### src/rtl/pool_collect.sv
// ============================================================================
//  Module      : pool_collect
//  Description : Collects the sparse max-pool output stream into a FIFO. Each
//                sample is tagged with its pooled row/col and an end-of-frame
//                flag, then re-emitted on a ready/valid stream to the FC layer.
//                Optional macro POOL_COLLECT_RELU_EN clamps negative samples to 0.
//  Revision    : 1.0 - initial release
// ============================================================================
`default_nettype none

module pool_collect #(
    parameter int PP      = 8,
    parameter int DIM_OUT = 14,
    parameter int DEPTH   = 16,
    parameter int IW      = 5
) (
    input  logic                 clk,
    input  logic                 reset,
    input  logic signed [PP:0]   pool_in,
    input  logic                 pool_valid,
    output logic signed [PP:0]   out_data,
    output logic [IW-1:0]        out_row,
    output logic [IW-1:0]        out_col,
    output logic                 out_last,
    output logic                 out_valid,
    input  logic                 out_ready,
    output logic                 frame_done,
    output logic                 overflow
);

    localparam int C_AW = (DEPTH > 1) ? $clog2(DEPTH) : 1;
    localparam int C_CW = $clog2(DEPTH + 1);
    localparam int C_EW = 1 + 2 * IW + PP + 1;
    localparam logic [IW-1:0]   c_LAST_IDX = IW'(DIM_OUT - 1);
    localparam logic [C_CW-1:0] c_FULL_CNT = C_CW'(DEPTH);

    logic [C_EW-1:0] r_mem [DEPTH];
    logic [C_AW-1:0] r_wr_ptr;
    logic [C_AW-1:0] r_rd_ptr;
    logic [C_CW-1:0] r_count;
    logic [IW-1:0]   r_in_row;
    logic [IW-1:0]   r_in_col;
    logic            r_frame_done;
    logic            r_overflow;

    logic            w_full;
    logic            w_pop;
    logic            w_wr_en;
    logic            w_in_last;
    logic [PP:0]     w_wr_data;
    logic [C_EW-1:0] w_head;

    assign w_full    = (r_count == c_FULL_CNT);
    assign out_valid = (r_count != '0);
    assign w_pop     = out_valid & out_ready;
    // A full FIFO still accepts a sample when the head leaves in the same cycle.
    assign w_wr_en   = pool_valid & (~w_full | w_pop);
    assign w_in_last = (r_in_row == c_LAST_IDX) && (r_in_col == c_LAST_IDX);

`ifdef POOL_COLLECT_RELU_EN
    assign w_wr_data = pool_in[PP] ? '0 : pool_in;
`else
    assign w_wr_data = pool_in;
`endif

    // Storage is reset so the head view reads all-zero while empty after reset.
    assign w_head = r_mem[r_rd_ptr];
    assign {out_last, out_row, out_col, out_data} = w_head;

    assign frame_done = r_frame_done;
    assign overflow   = r_overflow;

    always_ff @(posedge clk) begin
        if (reset) begin
            for (int i = 0; i < DEPTH; i++) begin
                r_mem[i] <= '0;
            end
            r_wr_ptr     <= '0;
            r_rd_ptr     <= '0;
            r_count      <= '0;
            r_in_row     <= '0;
            r_in_col     <= '0;
            r_frame_done <= 1'b0;
            r_overflow   <= 1'b0;
        end else begin
            if (w_wr_en) begin
                r_mem[r_wr_ptr] <= {w_in_last, r_in_row, r_in_col, w_wr_data};
                r_wr_ptr        <= r_wr_ptr + 1'b1;
                if (r_in_col == c_LAST_IDX) begin
                    r_in_col <= '0;
                    r_in_row <= (r_in_row == c_LAST_IDX) ? '0 : r_in_row + 1'b1;
                end else begin
                    r_in_col <= r_in_col + 1'b1;
                end
            end

            if (w_pop) begin
                r_rd_ptr <= r_rd_ptr + 1'b1;
            end

            case ({w_wr_en, w_pop})
                2'b10:   r_count <= r_count + 1'b1;
                2'b01:   r_count <= r_count - 1'b1;
                default: r_count <= r_count;
            endcase

            r_frame_done <= w_pop & out_last;

            if (pool_valid & w_full & ~w_pop) begin
                r_overflow <= 1'b1;
            end
        end
    end

endmodule

`default_nettype wire

### config.mk
export PLATFORM = sky130hd
export DESIGN_NAME = pool_collect
export DESIGN_NICKNAME = d
export VERILOG_FILES = /design/src/rtl/pool_collect.sv
export SDC_FILE = /design/constraint.sdc
export NUM_CORES = 1
export LEC_CHECK = 0
export CORE_ASPECT_RATIO = 1.5
export CORE_MARGIN = 3
export CORE_UTILIZATION = 50
export CTS_BUF_LIST = sky130_fd_sc_hd__clkbuf_16
export CTS_CLUSTER_SIZE = 16
export DETAILED_ROUTE_END_ITERATION = 7
export HOLD_SLACK_MARGIN = 0.02
export PLACE_DENSITY_LB_ADDON = 0.08
export SYNTH_ARGS = -nofsm -noshare
export SYNTH_HDL_FRONTEND = slang
export SYNTH_SLANG_ARGS = --single-unit
export TNS_END_PERCENT = 10
### constraint.sdc
create_clock -name clk -period 2.9 [get_ports clk]
set_input_delay 0.29 -clock clk [delete_from_list [all_inputs] [get_ports clk]]
set_output_delay 0.29 -clock clk [all_outputs]
set_load 0.03 [all_outputs]
# --- Word-level counts from Yosys, hierarchy flattened ---
# Memory sizes are Yosys's and may differ from the RTL's. A register that Yosys moved wholly into a read port is not among the register bits.
# Index checks and enable logic that the tools add are counted.
word_totals:
  ramBits: 320
  out_inout_bits: 23
  in_bits: 13
  regBits: 25
  mem_count: 1
  word_cells: 45
op_classes:
  add_sub_neg: 6
  muxes: 13
  n_reduce_logical: 5
  eq_ne: 5
  bitwise_logic: 8
mem_list:
  columns: ["name", "words", "word_bits", "read_ports", "rd_ports_with_merged_regs", "wr", "line", "rtl"]
  rows:
  - ["r_mem", 16, 20, 1, 1, 16, "37", "logic [C_EW-1:0] r_mem [DEPTH];"]
ops:
  columns: ["operator", "n"]
  rows:
  - ["$mux W20", 1]
  - ["$reduce_or A20 Y1", 1]
  - ["$add A5 B1 Y5 const B", 3]
  - ["$mux W4", 3]
  - ["$eq A5 B4 Y1 const B", 2]
  - ["$mux W5", 2]
  - ["$pmux W5 S2", 1]
  - ["$add A4 B1 Y4 const B", 2]
  - ["$mux W1", 6]
  - ["$and A1 B1 Y1", 5]
  - ["$eq A5 B5 Y1 const B", 1]
  - ["$reduce_bool A5 Y1", 1]
  - ["$sub A5 B1 Y5 const B", 1]
  - ["$eq A2 B1 Y1 const B", 1]
  - ["$eq A2 B2 Y1 const B", 1]
  - ["$not A1 Y1", 2]
  - ["$reduce_and A2 Y1", 1]
  - ["$reduce_bool A2 Y1", 1]
  - ["$logic_and A1 B1 Y1", 1]
  - ["$or A1 B1 Y1", 1]

# --- Depth between registers and ports, before layout ---
# Gate-level depths: netlist of run 1.
logic_depth:
  word_depth: 9
  mapped_depth: 9
  mapped_depth_nobuf: 8

# --- Worst setup path after synthesis of run 1 ---
# OpenSTA, ideal clock, no wires.
synth_timing:
  kind: "reg-to-reg"
  start: "reg r_count[1]"
  end: "mem r_mem[10][0] in the netlist's numbering, enable pin"
  slack_ns: -0.154
  t_required_ns: 2.475
  arrival_ns: 2.629
  path_buffers: 3
  stages_incl_launch_ff: 7
  period_less_slack_ns: 3.054
  setup_ns: 0.425
  path_cell_list: "dfxtp_1 -> or4_1 -> buf_6 -> o2111ai_2 -> buf_4 -> buf_2 -> o21ai_0"
synth_rtl:
  columns: ["element", "line", "rtl"]
  rows:
  - ["start: declaration", "40", "logic [C_CW-1:0] r_count;"]
  - ["start signal: assignment", "102", "2'b10: r_count <= r_count + 1'b1;"]
  - ["start signal: assignment", "103", "2'b01: r_count <= r_count - 1'b1;"]
  - ["start signal: assignment", "104", "default: r_count <= r_count;"]
  - ["end: declaration", "37", null]

==> results.toml, run 1 <==
[floorplan]
die-area_um2 = 34200
num_io_pins = 36
die_h_um = 225
die_w_um = 152
start_util_pct = 51.1
rows = 79
core_area_um2 = 31300

[cts]
clock_path_buffers = 3
cts.sinks = 349
clkLatencyLatePin_ps = 530
ctsHoldBuffers = 0
clk_pin_slew_worst_paths_ps = 70
cts-root-buf = "clkbuf_16"
h-tree-depth = 2
cts_tree = "built"
cts_buffers = 35

[timing]
slew-limit-headroom_pct = 28.1
fmax_ghz = 0.349
fin_worst_skew_ps = 13.5
hold_viol = 0
whs_ps = 486
worst_slack_ps = 32.3
rsz0062_at_grt = "true"
min_period_ps = 2870
setup_viol = 0
period_share_pct = 98.9
worst_pin_slew_ps = 1080
slew_viol_final = 0

[setup_path]
ff2ff_path_depth = 7
r2r_start = "r_count[1]"
setup.worst_path.end_class = "output pin"
rr_endpoint = "r_mem[7][16]"
crit_arrival_ps = 2580
cp_data_required_time_ps = 2610
worstSetupPathType = "reg -> out"
start_kind = "flop"
rrSetupSlack_ps = 300
cp_max_fo = 12
crit_path_end = "out_data[4]"

[place]
dp_hpwl_um = 25700
post-place-ws_ps = 201
placed_area_um2 = 17100
place_congestion = 0.793
io_buffers = 35

[drt]
totalWireLength_um = 41900
wl_met2_um = 21700
highest_layer = "met5"
via_per_inst = 5.87
drc = 0
post_drt_wl_per_cell_um = 27.7
wl_met3_um = 2170
drt-pass1-iter-count = 7
drt_iter0_drc = 744
m1WireLength_um = 16600
antenna_left = 0
num_vias = 8858

[synthesis]
synth.distinct_cells = 48
ys.flop_type = "edfxtp_1"
synth_largest_area_cell = "edfxtp_1"
yosysMostFrequentCell = "edfxtp_1"
synth_area_leaders = "edfxtp_1 (60%), mux4_2 (14%), and2_1 (10%)"
synth_commonest_cells = "edfxtp_1 (320), and2_1 (262), mux4_2 (99)"
avgSynthCellArea_um2 = 15.7
synth_cells = 1018
ys_seq_area_share_pct = 63.7
ys_warn_count = 0
synth_top_area_share_pct = 60.0
postSynth.asyncResetShare_pct = 0
syn-num-nets = 1042
synth_area_um2 = 16000
synth_edf_count = 320
synth_seq_cells = 349

[layout]
drive_gt1_share_pct = 27.2
multiInputGateArea_um2 = 5390
final_util_pct = 58.6
nNetsFinal = 1102
area_delta_synth_final_pct = 14.8
fill_cells = 2420
stdcell_area_um2 = 18400
seqCellArea_um2 = 10200

[power]
power_density_nw_per_um2 = 744
leakage_uw = 0.00649
irDropWorstVdd_v = 0.000822
finalPower_uw = 13700

[hold_path]
whs_path_depth = 1
holdCritPathClass = "reg -> reg"

[global_routing]
grt_max_degree = 57
grt_use_total_pct = 25.2
first_global_vias = 9496
grt_pass1_wl_um = 63300
grt.overflow.total = 0
antenna_found_initial = 2

[flow_run]
cap_viol_max_count = 0

[outcome]
status = "finished, final reports clean"
[layer usage]
metal | track usage (%) | up-vias
met5 | 0 | -
met4 | 8.27 | 2
met1 | 33.1 | 4574
met3 | 3.55 | 74
met2 | 43.7 | 273
li1 | - | 3935
[cell usage in the layout (no fill, tap or decap), types with 10 or more instances in the layout]
cell,n
inv_1,10
clkinv_1,10
clkbuf_16,37
mux4_2,99
and2_1,262
edfxtp_1,320
clkdlybuf4s50_1,14
nor3_1,49
o21ai_2,17
buf_4,63
nor2_1,24
ha_1,11
buf_12,17
and2_4,10
dfxtp_1,26
[state kept, by name, summed over array words and instances (netlist names), named ones only]
signal	flops
frame_done	1
overflow	1
r_count	5
r_in_col	5
r_in_row	5
r_mem	320
r_rd_ptr	4
r_wr_ptr	4
[critical path, stage by stage (launching register included)]
cell and delay [ps]:
dfxtp_4 460, buf_12 190, mux4_2 550, mux4_2 470, dlygate4sd2_1 380
[repair_timing]
action,CTS,global route
setup buffers,5,5
gates resized for setup,24,3
setup endpoints to repair,19,17
cloned,1,0
endpoints found under the hold margin,0,0
[power by group]
part	total (uW)	leakage (uW)	switching, uW	internal [uW]
registers	5920	0.00351	170	5750
clock network	4290	0.000563	1890	2400
logic	3450	0.00242	1740	1710
[layout make-up]
cell class | count | share of cell area (%)
flip-flops and latches | 349 | 55.5
multi-input cells | 575 | 29.4
repair buffers | 111 | 6.41
clock buffers | 37 | 5.04
well taps | 405 | 2.76
clock inverters | 26 | 0.776
inverters | 6 | 0.123
diodes | 1 | 0.0136
[cells by family after synthesis]
group                    synth area share (%)
flip-flops                               63.7
XOR/XNOR                                0.547
buffers and inverters                    3.02
AND/OR/NAND/NOR                          14.8
AO/OA/AOI/OAI                            2.36
adder cells (fa/ha/maj)                 0.860
multiplexers                             14.7
[how the worst min path moves through the flow]
stage,start,end,slack [ps]
floorplan,r_in_row[1],r_in_row[1],480
global placement,overflow,overflow,460
detailed placement,overflow,overflow,470
CTS,overflow,overflow,490
global route,overflow,overflow,520
finish,overflow,overflow,490
[per-stage QoR]
| step | TNS (ps) | std cells |
|---|---|---|
| 2_1_floorplan | -2490 | 1018 |
| 3_3_place_gp | 0 | 1436 |
| 3_5_place_dp | 0 | 1436 |
| 4_1_cts | -820 | 1505 |
| 5_1_grt | -35.8 | 1509 |
| 6_report | 0 | 1510 |
Power figures use the tool's default switching activity.
==> run 2, diff against run 1 <==
--- a/config.mk
+++ b/config.mk
@@ -5,6 +5,7 @@
 export SDC_FILE = /design/constraint.sdc
 export NUM_CORES = 1
 export LEC_CHECK = 0
+export CAP_MARGIN = 10
 export CORE_ASPECT_RATIO = 1.5
 export CORE_MARGIN = 3
 export CORE_UTILIZATION = 50
==> constraint.sdc (replaced) <==
create_clock -name clk -period 3.2 [get_ports clk]
set_input_delay 0.32 -clock clk [delete_from_list [all_inputs] [get_ports clk]]
set_output_delay 0.32 -clock clk [all_outputs]
set_load 0.03 [all_outputs]
==> run 2 against run 1 <==
Sequential share of layout area increased by 0.83 points. Setup slack improved by 100 ps. Global-route usage decreased by 0.56 points. Critical endpoint is now out_row[4]. Largest cell class unchanged.
==> results.toml, run 2 (synthesis gave the netlist of run 1 again) <==
[floorplan]
start_util_pct = 51.1
die_h_um = 225
die_w_um = 152
core_area_um2 = 31300
die-area_um2 = 34200
num_io_pins = 36
rows = 79

[setup_path]
setup.worst_path.end_class = "output pin"
ff2ff_path_depth = 6
worstSetupPathType = "reg -> out"
crit_arrival_ps = 2750
rrSetupSlack_ps = 460
cp_data_required_time_ps = 2880
cp_max_fo = 21
r2r_start = "r_count[1]"
start_kind = "flop"
rr_endpoint = "r_mem[6][12]"

[layout]
drive_gt1_share_pct = 25.0
antenna_cells = 0
largest_reg_flops = 320
final_util_pct = 57.8
area_delta_synth_final_pct = 13.1
largest_register = "r_mem"
fill_cells = 2389
nNetsFinal = 1091
layout_common_cells = "edfxtp_1 (320), and2_1 (262), mux4_2 (99), buf_4 (63), nor3_1 (49)"
final_common_cell = "edfxtp_1"

[drt]
num_vias = 8854
drt-pass1-iter-count = 4
totalWireLength_um = 41500
drt_iter0_drc = 776
antenna_left = 0
via_per_inst = 5.92
drc = 0
post_drt_wl_per_cell_um = 27.7

[global_routing]
grt_max_degree = 47
grt_pass1_wl_um = 61300
grt_use_total_pct = 24.6
antenna_found_initial = 1
first_global_vias = 9194
grt.overflow.total = 0

[cts]
cts_tree = "built"
clkLatencyLatePin_ps = 540
postCtsSetupRepairBufs = 0
clock_path_buffers = 3
h-tree-depth = 2
cts-root-buf = "clkbuf_16"
clk_pin_slew_worst_paths_ps = 60
cts.sinks = 349
cts_buffers = 36

[timing]
fin_worst_skew_ps = 9.91
slew_viol_final = 0
slew-limit-headroom_pct = 12.8
hold_viol = 0
whs_ps = 475
worst_pin_slew_ps = 1300
fmax_ghz = 0.326
min_period_ps = 3070
period_share_pct = 95.8
setup_viol = 0
tns_ps = 0
worst_slack_ps = 135
rsz0062_at_grt = "false"

[power]
leakage_uw = 0.00638
irDropWorstVdd_v = 0.000509
power_density_nw_per_um2 = 665

[hold_path]
holdCritPathClass = "reg -> reg"
holdPathEnd = "overflow"
whs_path_depth = 1
hp-start = "overflow"

[place]
place_congestion = 0.807
io_buffers = 35
dp_hpwl_um = 25500
post-place-ws_ps = 270

[outcome]
status = "finished, final reports clean"

[flow_run]
cap_viol_max_count = 0
[run 2: worst max path at each step]
| stage | slack (ps) | start | end |
|---|---|---|---|
| global placement | 370 | out_ready | r_mem[5][5] |
| detailed placement | 270 | out_ready | r_mem[5][2] |
| global route | 50 | flop | out_row[4] |
| floorplan | 150 | r_count[1] | r_mem[10][0] |
| CTS | 2 | flop | out_data[6] |
| finish | 130 | flop | out_row[4] |
[run 2: repair_timing]
item	4_1_cts	5_1_grt
gates cloned	0	1
hold buffers	0	0
resized for setup	9	3
hold endpoints to repair	0	0
endpoints found under the setup margin	8	4
[run 2: critical path, cell delays in order (launching register included)]
cell and delay, ps:
dfxtp_4 420, buf_16 210, buf_16 230, mux4_2 580, mux4_2 530, buf_4 200
[run 2: metrics by stage]
stage | total power (uW) | instance area, um^2 | instances
final | 12000 | 18100 | 1495
after global routing | 12500 | 18100 | 1495
after CTS | 12100 | 18100 | 1494
after detailed placement | 8370 | 17000 | 1433
after global placement | 8360 | 17000 | 1433
after floorplan | 7430 | 16000 | 1018
[run 2: cell type report]
cell class | count | area (um^2) | share of cell area (%)
sequential | 349 | 10200 | 56.3
multi-input combinational | 575 | 5390 | 29.8
timing repair buffer | 99 | 947 | 5.23
clock buffer | 37 | 926 | 5.12
tap | 405 | 507 | 2.80
clock inverter | 24 | 104 | 0.574
inverter | 6 | 22.5 | 0.124
[run 2: metal layers]
layer | part of all wire, % | vias to the layer above | track usage (%)
met2 | 54 | 252 | 44.5
met3 | 4.5 | 69 | 3.54
met4 | 3.1 | 0 | 8.42
met5 | 0 | - | 0
li1 | - | 3910 | -
met1 | 38 | 4623 | 30.6
[run 2: report_power, final]
group	leakage, uW	switching, uW	internal, uW
Combinational	0.00232	1530	1360
Sequential	0.00351	143	5220
Clock	0.000548	1700	2080
==> run 3, diff against run 2 <==
--- a/config.mk
+++ b/config.mk
@@ -12,6 +12,7 @@
 export CTS_BUF_LIST = sky130_fd_sc_hd__clkbuf_16
 export CTS_CLUSTER_SIZE = 16
 export DETAILED_ROUTE_END_ITERATION = 7
+export DONT_BUFFER_PORTS = 1
 export HOLD_SLACK_MARGIN = 0.02
 export PLACE_DENSITY_LB_ADDON = 0.08
 export SYNTH_ARGS = -nofsm -noshare
==> run 3 against run 2 <==
Global-route usage is 0.24 points higher. Critical path depth is 2 lower. Worst hold slack worse by 430 ps. Routed wire length is 1.5% higher. Flip-flop and latch count stayed put. Non-clock buffer count is 31 lower. Power is 1.2% lower. Register-to-register slack worse by 60 ps. Clock power is 2% higher. Fmax is 2.8% higher. First-iteration DRC count is 15% lower.
==> results.toml, run 3 (synthesis gave the netlist of run 1 again) <==
[layout]
final_util_pct = 56.9
nNetsFinal = 1059
finalNonFillerCells = 1465
stdcell_area_um2 = 17800
layout_common_cells = "edfxtp_1 (320), and2_1 (262), mux4_2 (99), buf_4 (50), nor3_1 (49)"
antenna_cells = 0
final_common_cell = "edfxtp_1"
largest_register = "r_mem"
area_delta_synth_final_pct = 11.3
largest_reg_flops = 320
drive_gt1_share_pct = 24.1

[floorplan]
rows = 79
die_w_um = 152
num_io_pins = 36
core_area_um2 = 31300
start_util_pct = 51.1
die_h_um = 225
die-area_um2 = 34200

[timing]
fin_worst_skew_ps = 9.19
fmax_ghz = 0.335
hold_viol = 0
slew_viol_final = 0
slew-limit-headroom_pct = 20.3
rsz0062_at_grt = "false"
period_share_pct = 93.2
tns_ps = 0
setup_viol = 0
worst_pin_slew_ps = 1200
min_period_ps = 2980

[setup_path]
cpPeakStageDelay_ps = 610
worstSetupPathType = "reg -> out"
setup.worst_path.end_class = "output pin"
ff2ff_path_depth = 8
critPathMostFrequentCell = "mux4_2"
crit_path_end = "out_row[1]"
rr_endpoint = "r_count[4]"
cp_data_required_time_ps = 2880
r2r_start = "r_count[1]"
cp_cell_sequence = "buf_12 -> mux4_2 -> mux4_2"
start_kind = "flop"
rrSetupSlack_ps = 400
crit_slowest_cell = "mux4_2"
cp_max_fo = 31
crit_arrival_ps = 2660

[place]
dp_hpwl_um = 25300
placed_area_um2 = 16600
place_congestion = 0.783
dp_cells = 1390
io_buffers = 0

[power]
finalPower_uw = 11900
irDropWorstVdd_v = 0.000538
leakage_uw = 0.00620
power_density_nw_per_um2 = 668

[drt]
antenna_left = 0
totalWireLength_um = 42100
post_drt_wl_per_cell_um = 28.7
via_per_inst = 6.00
drt-pass1-iter-count = 5
drc = 0
drt_iter0_drc = 658
num_vias = 8786

[cts]
cts_tree = "built"
postCtsSetupRepairBufs = 0
ctsHoldBuffers = 12
cts_buffers = 35
clk_pin_slew_worst_paths_ps = 60
h-tree-depth = 2
cts-root-buf = "clkbuf_16"
cts.sinks = 349
clkLatencyLatePin_ps = 520
clock_path_buffers = 3
cts_resized = 0

[global_routing]
grt_use_total_pct = 24.9
grt_util_met2_pct = 43.5
met3_usage_pct = 4.11
grt_busiest_layer = "met2"
grt_max_degree = 32
grt_pass1_wl_um = 61500
grt.overflow.total = 0
antenna_found_initial = 1
first_global_vias = 9139
gr-usage-met1_pct = 31.8

[hold_path]
holdCritPathClass = "in -> reg"

[flow_run]
cap_viol_max_count = 0

[outcome]
status = "finished, final reports clean"
## run 3: cell count changes in the layout (fill, tap and decap cells not counted), moves of 2 or more
cell,previous run,this run
dlygate4sd3_1,0,12
buf_4,63,50
dlygate4sd2_1,8,0
clkinv_2,3,1
clkdlybuf4s50_1,16,0
buf_12,7,5
## run 3: how the worst min path moves through the flow
stage	from	end	slack [ps]	depth (start not counted)
2_1_floorplan	r_in_row[1]	r_in_row[1]	480	2
3_3_place_gp	reset	flop	390	1
3_5_place_dp	reset	flop	400	1
4_1_cts	reset	r_count[2]	20	2
5_1_grt	reset	r_count[2]	30	2
6_report	reset	r_count[2]	40	2
## run 3: layout make-up
class | count | area (um^2)
clock buffers | 37 | 926
clock inverters | 25 | 144
fillers | 2450 | 13500
inverters | 6 | 22.5
multi-input cells | 575 | 5390
flip-flops and latches | 349 | 10200
well taps | 405 | 507
repair buffers | 68 | 623
## run 3: critical path, delay by kind of cell (launching register included)
family                 cells  cell delay (ps)
multiplexers               2             1200
flip-flops                 1              580
buffers and inverters      1              320
## run 3: per-layer routing
| layer | part of all wire [%] | vias up |
|---|---|---|
| met4 | 3.8 | 0 |
| li1 | - | 3845 |
| met3 | 5.5 | 93 |
| met5 | 0 | - |
| met1 | 39 | 4537 |
| met2 | 52 | 311 |
## run 3: metrics by stage
step	hold slack (ps)	setup WS (ps)
after floorplan	478	146
after global placement	390	450
after detailed placement	397	439
after CTS	21.3	145
after global routing	33.1	100
final	42.7	218
## run 3: power breakdown
group | switching, uW | leakage [uW] | internal [uW]
sequential | 205 | 0.00351 | 5220
clock | 1710 | 0.000563 | 2170
combinational | 1440 | 0.00213 | 1150
